==> src/rtl/sc_stoch2bin.sv <==
// Stochastic-to-binary converter: counts ones over 2^WIDTH valid samples,
// rescales by SCALE_SHIFT with saturation, and hands the result off via valid/ready.
module sc_stoch2bin #(
  parameter int unsigned WIDTH       = 8,
  parameter int unsigned SCALE_SHIFT = 0
) (
  input  logic             clk,
  input  logic             rst,
  input  logic             start,
  input  logic             bit_in,
  input  logic             bit_valid,
  output logic [WIDTH-1:0] result,
  output logic             result_valid,
  input  logic             result_ready,
  output logic             busy
);

  localparam int unsigned CW = WIDTH + 1;
  localparam int unsigned SW = WIDTH + 1 + SCALE_SHIFT;
  localparam logic [CW-1:0] LAST_IDX = {1'b0, {WIDTH{1'b1}}};
  localparam logic [SW-1:0] MAX_VAL  = SW'({WIDTH{1'b1}});

  typedef enum logic [1:0] {
    IDLE,
    COUNT,
    DONE
  } state_e;

  state_e           state_q;
  logic [CW-1:0]    ones_q;
  logic [CW-1:0]    samp_q;
  logic [WIDTH-1:0] result_q;
  logic             valid_q;
  logic             busy_q;

  logic             last_sample;
  logic [CW-1:0]    ones_d;
  logic [SW-1:0]    scaled;
  logic [WIDTH-1:0] result_d;

  // The final sample is folded into the count combinationally so the result
  // can be registered on the same edge that accepts it.
  always_comb begin
    last_sample = bit_valid && (samp_q == LAST_IDX);
    ones_d      = ones_q + CW'(bit_in);
    scaled      = SW'(ones_d) << SCALE_SHIFT;
    if (scaled > MAX_VAL) begin
      result_d = '1;
    end else begin
      result_d = scaled[WIDTH-1:0];
    end
  end

  always_ff @(posedge clk or posedge rst) begin
    if (rst) begin
      state_q  <= IDLE;
      ones_q   <= '0;
      samp_q   <= '0;
      result_q <= '0;
      valid_q  <= 1'b0;
      busy_q   <= 1'b0;
    end else begin
      case (state_q)
        IDLE: begin
          if (start) begin
            state_q <= COUNT;
            ones_q  <= '0;
            samp_q  <= '0;
            busy_q  <= 1'b1;
          end
        end
        COUNT: begin
          if (bit_valid) begin
            samp_q <= samp_q + CW'(1);
            ones_q <= ones_d;
            if (last_sample) begin
              state_q  <= DONE;
              result_q <= result_d;
              valid_q  <= 1'b1;
              busy_q   <= 1'b0;
            end
          end
        end
        DONE: begin
          if (result_ready) begin
            valid_q <= 1'b0;
            if (start) begin
              state_q <= COUNT;
              ones_q  <= '0;
              samp_q  <= '0;
              busy_q  <= 1'b1;
            end else begin
              state_q <= IDLE;
            end
          end
        end
        default: begin
          state_q <= IDLE;
          valid_q <= 1'b0;
          busy_q  <= 1'b0;
        end
      endcase
    end
  end

  assign result       = result_q;
  assign result_valid = valid_q;
  assign busy         = busy_q;

endmodule
==> config.mk <==
export PLATFORM = sky130hd
export DESIGN_NAME = sc_stoch2bin
export DESIGN_NICKNAME = d
export VERILOG_FILES = /design/src/rtl/sc_stoch2bin.sv
export SDC_FILE = /design/constraint.sdc
export NUM_CORES = 1
export LEC_CHECK = 0
export BUFFER_PORTS_ARGS = -buffer_cell sky130_fd_sc_hd__buf_2
export CAP_MARGIN = 0
export CORE_MARGIN = 10
export CORE_UTILIZATION = 61
export CTS_BUF_LIST = sky130_fd_sc_hd__clkbuf_16
export CTS_CLUSTER_DIAMETER = 80
export CTS_CLUSTER_SIZE = 14
export DETAILED_ROUTE_END_ITERATION = 10
export PLACE_DENSITY = 0.83
export SLEW_MARGIN = 20
export SYNTH_ARGS = -nofsm -noshare
export SYNTH_HDL_FRONTEND = slang
export SYNTH_SLANG_ARGS = --single-unit
==> constraint.sdc <==
create_clock -name clk -period 2.93 [get_ports clk]
set_clock_uncertainty 0.05 [all_clocks]
set_input_delay 0.1465 -clock clk [delete_from_list [all_inputs] [get_ports clk]]
set_output_delay 0.1465 -clock clk [all_outputs]
set_load 0.01 [all_outputs]
==> impl_summary.md, run 1 <==
Status
The flow ran to the end, and the final reports show no timing, DRC or antenna violations.

Critical path
The largest stage delay on the critical path is 0.49 ns. The critical-path cell with the highest stage delay is sky130_fd_sc_hd__mux2i_1. Traced cell by cell, the critical path runs through and4_1, nand2_1, nor2_1, ha_1, and4b_1, nand2_1, mux2i_1, a21oi_1.

The worst setup path is launched from a register. The most frequent cell on the critical path is sky130_fd_sc_hd__nand2_1. The worst setup path is of the reg2reg kind. In this run the worst path has a maximum fanout of 12. Grouping stages by cell kind, the critical path spends the most delay in simple AND/OR/NAND/NOR gates. The data arrival time of the critical path is 2.46 ns. The count of buffer and inverter cells on the critical path is 0.

The nature of the critical path endpoint is a register. At the worst endpoint, the required time is 3.00 ns.

CTS
Once the clock tree was built, the resizer swapped 0 gates to a different size. TritonCTS built the clock tree. The tree is rooted in a sky130_fd_sc_hd__clkbuf_16. The H-tree generated during clock tree synthesis spans 2 levels. The CTS clock-pin slew for the worst setup and hold paths is 0.05 ns. The later pin in the worst-skew pair is clocked with a latency of 0.27 ns.

The clock buffer count from CTS is 5. The post-CTS setup buffer count is 0. The number of buffers on the longest clock path is 2. For this design, the CTS-stage hold fixing added 0 buffers. The tree built by TritonCTS fans out to 30 sinks.

Die
The number of placement rows is 17. The initial utilization of the core area, before any placement, comes to 0.6515. The core region area is 2255 µm². The die is 69.07 µm tall. The die outline area is 4771 µm². The top-level port count is 16. The die boundary width is 69.07 µm.

Global routing
For this run, the total global-route usage over all layers was measured as 0.1339. The first global-routing pass estimated 5326 µm of wire. The number of global-route vias before repair is 1125.

Entering global routing, the biggest net connects 31 pins. The initial antenna violation count is 0. For this run the aggregate overflow at the end of global routing stands at 0.

Power
In this run the power density over the cells is 697.9 nW/µm². For this design the static power due to leakage is 0.7908 nW. The worst supply voltage drop on vdd is 789.2 µV.

Flow run
The tool flagged a number of max-cap violations equal to 0.

Detailed routing
The DRC violation total after the first TritonRoute iteration is 99. The via count of the routed design is 1176. The detailed-route DRC error count is 0.

The remaining antenna violation count is 0. The number of iterations in the first detailed-routing pass is 4. After detailed routing, the total wire length is 3004 µm. The post-detailed-route wirelength per cell is 15.02 µm. In the routed layout, each cell is associated on average with a via count of 5.880.

Synthesis
The flop and latch count out of synthesis is 30. Ranked by total cell area, the synthesized netlist is headed by sky130_fd_sc_hd__dfrtp_1 (51%), sky130_fd_sc_hd__o21ai_0 (6.1%), sky130_fd_sc_hd__a21oi_1 (4.8%). The post-synthesis simple-gate area fraction is 0.2002. Of the total synthesized cell area, the portion taken by full adders, half adders and majority gates is 0.03407. By area, the combinational part of the netlist is dominated by simple AND/OR/NAND/NOR gates. The synthesis warning total is 0. The compound-gate portion of the synthesized area is 0.1661. Of the synthesized area, sequential elements account for 0.5111. Synthesis instantiated 34 different standard cells from the library. A synthesized cell averages 9.477 µm². The net count after synthesis is 165. The post-synthesis instance total is 155. Of the post-synthesis cell area, the dominant cell type holds 0.5111. The dominant cell type by area after synthesis is sky130_fd_sc_hd__dfrtp_1.

Of the total synthesized cell area, the portion taken by XOR and XNOR cells is 0.03578. The cell area that synthesis handed to floorplanning was 1469 µm². Of the post-synthesis cell area, the part taken by muxes is 0.01363.

Timing
Subtracting the final worst setup slack from the clock period gives 2.387 ns. The total count of max-transition violations in the final report was 0. Setup violations remaining at the end of the flow were counted as 0. Of the available clock period, the critical path in the final layout requires 0.8146.

Timing would allow up to 419.0 MHz. The final count of hold timing violations was 0. The transition time at the pin with the least slew margin is 0.8847 ns.

Setup total negative slack on the finished layout was measured at 0 ns. Setup repair after global routing left no endpoint under its margin. The relative slew slack is 0.4097.

Placed design
The post-place instance area is 1540 µm². At the end of routability-driven placement, the weighted congestion stood at 0.8270. In this run the tool buffered the top-level ports with 15 buffer cells. The estimated wirelength of the detail-placed design is 2136 µm.

Final layout
The final non-filler cell area is 1688 µm². At the end of the flow, the number of nets in the layout was 181. In the layout the commonest cells are sky130_fd_sc_hd__dfrtp_1 (30), sky130_fd_sc_hd__o21ai_0 (18), sky130_fd_sc_hd__nand2_1 (17), sky130_fd_sc_hd__nor2_1 (15), sky130_fd_sc_hd__buf_2 (15).

The library cell used most frequently in the layout, excluding fill and tap cells, is sky130_fd_sc_hd__dfrtp_1. The relative area change from synthesis to final layout is 14.91%. The repair_antennas step left the layout with diodes totalling 0.

The share of layout cells above drive strength 1 is 0.1337.

Min path
The kind of path behind the tightest hold check is in2reg.
==> sequential cells by signal, summed over array words and instances, names as in the netlist <==
| register | cells |
|---|---|
| state_q | 2 |
| result_valid | 1 |
| ones_q | 9 |
| result | 8 |
| busy | 1 |
| samp_q | 9 |
==> per-stage QoR <==
stage,cells,hold WS [ns],utilization,power (mW),worst slack [ns]
6_report,200,0.1607,0.7486,1.178,0.5433
4_1_cts,199,0.1365,0.7442,1.187,0.5319
3_5_place_dp,191,0.4080,0.6831,0.7067,0.5166
3_3_place_gp,191,0.4072,0.6831,0.6913,0.6823
2_1_floorplan,155,0.1873,-,0.6546,1.103
5_1_grt,200,0.2011,0.7486,1.253,0.3276
==> where the power goes <==
group | leakage [nW] | internal (mW) | switching [mW]
sequential | 0.395 | 0.476 | 0.0604
combinational | 0.323 | 0.0681 | 0.0970
clock | 0.0724 | 0.306 | 0.171
==> layer usage <==
layer,up-vias,track usage,part of all wire
met2,42,0.1744,0.42
li1,571,-,-
met5,-,0,0
met1,557,0.1841,0.46
met4,0,0.04656,0.013
met3,6,0.06562,0.11
==> worst min-delay path: cells and delay by family <==
kind	cells	cell delay, ns
buf+inv	1	0.12
compound gates	2	0.18
==> Yosys cell counts <==
cell,instances
sky130_fd_sc_hd__dfrtp_1,30
sky130_fd_sc_hd__o21ai_0,18
sky130_fd_sc_hd__nand2_1,17
sky130_fd_sc_hd__nor2_1,15
sky130_fd_sc_hd__a21oi_1,14
sky130_fd_sc_hd__nand3_1,6
sky130_fd_sc_hd__inv_1,5
sky130_fd_sc_hd__ha_1,4
sky130_fd_sc_hd__o31ai_1,4
sky130_fd_sc_hd__or3_1,4
sky130_fd_sc_hd__xnor2_1,4
sky130_fd_sc_hd__and2_1,3
sky130_fd_sc_hd__clkbuf_1,3
sky130_fd_sc_hd__nand2b_1,3
sky130_fd_sc_hd__a21o_1,2
sky130_fd_sc_hd__mux2i_1,2
sky130_fd_sc_hd__nand4_1,2
sky130_fd_sc_hd__or4_1,2
sky130_fd_sc_hd__xor2_1,2
sky130_fd_sc_hd__a22o_1,1
sky130_fd_sc_hd__a2bb2oi_2,1
sky130_fd_sc_hd__and3_1,1
sky130_fd_sc_hd__and3b_1,1
sky130_fd_sc_hd__and4_1,1
sky130_fd_sc_hd__and4b_1,1
sky130_fd_sc_hd__buf_1,1
sky130_fd_sc_hd__buf_2,1
sky130_fd_sc_hd__buf_4,1
sky130_fd_sc_hd__buf_6,1
sky130_fd_sc_hd__nand3b_1,1
sky130_fd_sc_hd__nor2b_1,1
sky130_fd_sc_hd__nor4_1,1
sky130_fd_sc_hd__o21a_1,1
sky130_fd_sc_hd__o21bai_1,1
==> area by class of cell <==
cell class                      instances  area [µm²]
Multi-Input combinational cell        113       660.6
Clock buffer                            5       125.1
Timing Repair Buffer                   16       85.08
Inverter                                5       18.77
Fill cell                             162       566.8
Clock inverter                          3       12.51
Sequential cell                        30       750.7
Tap cell                               28       35.03
==> cells by family after synthesis <==
logic type,after synthesis
and+or+nand+nor,59
adders and majority gates,4
muxes,2
DFF,30
AOI/OAI and AO/OA,42
buffers and inverters,12
xor gates and xnor gates,6
==> final timing paths <==
path | start | endpoint | slack [ns] | depth (start not counted)
setup reg to reg | samp_q[2] | result[5] | 0.54 | 8
hold reg to reg | busy | busy | 0.41 | 2
min in group asynchronous | rst | result[3] | 0.45 | 3
setup / recovery | samp_q[2] | result[5] | 0.54 | 8
hold / removal | result_ready | result_valid | 0.16 | 3
max in group asynchronous | rst | result[1] | 1.99 | 3
(Power assumes the default switching activity.)
==> inputs of run 2 (changes only) <==
CORE_UTILIZATION = 51   (was 61)
PLACE_DENSITY = 0.75   (was 0.83)
clock period = 2.08 ns   (was 2.93 ns; I/O delays follow)
==> run 2 against run 1 <==
Compared with the run above: clock power increased by 39%; setup slack got worse by 0.38 ns; final cell count increased by 5.5%; maximum frequency increased by 24%; critical path depth increased by 1; largest power group unchanged; register-to-register slack got worse by 0.38 ns; critical path type unchanged; sequential share of layout area decreased by 1.7 points; cell area increased by 3.9%; global-route usage decreased by 0.82 points; largest cell class unchanged; non-clock buffer count increased by 8; count of clock-buffer cells in the layout unchanged.
==> impl_summary.md, run 2 (synthesis results as in run 1) <==
Status
The flow ran to the end, and the final reports show no timing, DRC or antenna violations.

Global routing
The number of global-route vias before repair came to 1157. The initial antenna violation count is 0. The wire length of the first global-routing pass is 5257 µm.

Summed over all layers, the global routing overflow is 0. The overall fraction of global-route tracks in use is 0.1257. Entering global routing, the biggest net connects 31 pins.

Placed design
Once detailed placement completed, the half-perimeter wirelength came to 2089 µm. Input and output buffers added on the ports amount to 15. The number of placed instances, taps included is 198. After detailed placement, the total cell area comes to 1574 µm². The global placer's final weighted congestion is 0.8122.

Critical path
Across all register-to-register paths, the minimum setup slack is 0.16 ns. The nature of the critical path endpoint is a register. The worst register-to-register path ends at result[7]. The worst setup path is launched from a register. The source of the worst register-to-register timing path is samp_q[3]. For this design, the slowest cell found on the critical path is sky130_fd_sc_hd__dfrtp_1. By startpoint and endpoint, the worst setup path is classified as reg2reg. Data arrives at the worst endpoint at 2.01 ns. The number of cells traversed by the worst register-to-register path is 9.

The maximum fanout along the worst path is 8. The signal on the critical path passes through and4_1, nand2_1, nor2_1, ha_1, and4b_2, nand2b_1, mux2i_1, buf_4, a21oi_1. The largest stage delay on the critical path is 0.39 ns. The required arrival time at the worst endpoint is 2.18 ns.

CTS
The later pin in the worst-skew pair is clocked with a latency of 0.27 ns. The clock tree from TritonCTS is built. The number of buffers on the longest clock path is 2.

The H-tree generated during clock tree synthesis spans 2 levels. In this run the clock root is driven by a sky130_fd_sc_hd__clkbuf_16. The CTS clock-pin slew for the worst setup and hold paths is 0.05 ns. CTS saw 30 sinks. Buffers inserted during clock tree synthesis total 5.

Detailed routing
The first detailed-routing pass ran for 4 iterations. The remaining antenna violation count is 0. The routed metal-1 wirelength is 1317 µm.

The routed layout has 1193 vias. The post-detailed-route wirelength per cell is 14.56 µm. The detailed-route vias per instance is 5.654. After detailed routing, the number of remaining DRC violations is 0.

The routed wire length on met2 is 1560 µm. The DRC violation total after the first TritonRoute iteration is 68. The routed design uses 143 µm of met3 wire. Wires add up to 3072 µm.

The detailed router used layers up to and including met4.

Timing
The transition time at the pin with the least slew margin is 0.5266 ns. The highest attainable clock frequency is 521.5 MHz. The relative slew slack is 0.6479. The number of endpoints failing setup at the final stage is 0.

The routed design could run at a clock period as short as 1.917 ns. The final count of hold timing violations is 0. The total count of max-transition violations in the final report is 0. The final worst-path cycle share is 0.9219.

In the final timing run, aggregate negative setup slack is 0 ns. Setup repair after global routing left no endpoint under its margin.

Die
The number of placement rows is 19. 16 I/O pins were placed. From left edge to right edge, the die measures 73.67 µm. For this configuration, the core starts out at a cell density of 0.5327.

The core region area is 2758 µm². The floorplan step defined a die boundary enclosing 5427 µm². The vertical extent of the die is 73.67 µm.

Min path
The path with the worst hold slack has its endpoint at result_valid. The kind of path behind the tightest hold check is in2reg. The worst hold path depth is 3. The startpoint identified for the worst hold timing path is result_ready.

Final layout
Leaving out fill and tap cells, the most frequent cells in the layout are sky130_fd_sc_hd__dfrtp_1 (30), sky130_fd_sc_hd__o21ai_0 (18), sky130_fd_sc_hd__nand2_1 (17), sky130_fd_sc_hd__nor2_1 (15), sky130_fd_sc_hd__buf_2 (15). Fill cells in the final layout number 239. The repair_antennas step left the layout with diodes totalling 0.

In the final design database the tool counted 189 nets. Compared with the post-synthesis result, the final layout area differs by 19.34%. The post-layout instance count excluding filler cells is 211. In the final layout, the share of cells above drive strength 1 is 0.1722. Leaving out fill and tap cells, the most frequent cell in the layout is sky130_fd_sc_hd__dfrtp_1. The final non-filler cell area is 1753 µm².

Power
IR analysis of the VDD net gives a maximum drop of 798.4 µV. The total power divided by cell area is 960.1 nW/µm². For this design the static power due to leakage is 0.8327 nW.

Flow run
The total of max-cap violations is 0.
## run 2: cell types whose count changed in the layout (fill, tap and decap cells not counted), sizes merged
cell / delta
buf: +8
## run 2: repair_timing
item                                    CTS  global route
setup buffers                             0             4
endpoints found under the setup margin    0             8
endpoints found under the hold margin    30             0
gates resized for setup                   0             1
hold buffers                              1             0
## run 2: power breakdown
group | internal [mW] | total (mW) | switching (mW)
clock | 0.430 | 0.664 | 0.233
sequential | 0.671 | 0.754 | 0.0826
combinational | 0.121 | 0.266 | 0.145
total | 1.22 | 1.68 | 0.461
## run 2: metrics by stage
stage	hold WS, ns	power (mW)	utilization	worst slack [ns]
floorplan	0.1448	0.9221	-	0.2534
global placement	0.1391	0.9760	0.5708	0.1909
detailed placement	0.1509	0.9938	0.5708	0.1099
CTS	0.1145	1.676	0.6243	0.07449
global route	0.1488	1.787	0.6357	0.01352
finish	0.1164	1.683	0.6357	0.1625
## run 2: worst max path at each step
| stage | start | endpoint | slack (ns) | cells after the start |
|---|---|---|---|---|
| 2_1_floorplan | samp_q[2] | result[0] | 0.25 | 8 |
| 3_3_place_gp | samp_q[2] | result[7] | 0.19 | 9 |
| 3_5_place_dp | samp_q[2] | result[7] | 0.11 | 9 |
| 4_1_cts | samp_q[2] | result[7] | 0.07 | 9 |
| 5_1_grt | samp_q[4] | result[1] | 0.01 | 9 |
| 6_report | samp_q[3] | result[7] | 0.16 | 9 |
## run 2: routing by layer
| metal | global-route usage | vias up |
|---|---|---|
| met3 | 0.06057 | 5 |
| met2 | 0.2045 | 19 |
| met5 | 0 | - |
| li1 | - | 589 |
| met1 | 0.1364 | 580 |
| met4 | 0.05176 | 0 |
## run 2: critical path, delay by kind of cell, from the launching register on
| family | cells | cell delay [ns] |
|---|---|---|
| AOI/OAI and AO/OA | 1 | 0.08 |
| adders and majority gates | 1 | 0.16 |
| buffers and inverters | 1 | 0.18 |
| DFF | 1 | 0.39 |
| muxes | 1 | 0.14 |
| and+or+nand+nor | 5 | 0.78 |
## run 2: cell type report
| class | instances | area (µm²) | area share |
|---|---|---|---|
| tap | 31 | 38.79 | 0.02213 |
| timing repair buffer | 24 | 145.1 | 0.08280 |
| sequential | 30 | 750.7 | 0.4283 |
| multi-input combinational | 113 | 661.9 | 0.3776 |
| inverter | 5 | 18.77 | 0.01071 |
| clock buffer | 5 | 125.1 | 0.07138 |
| clock inverter | 3 | 12.51 | 0.007138 |
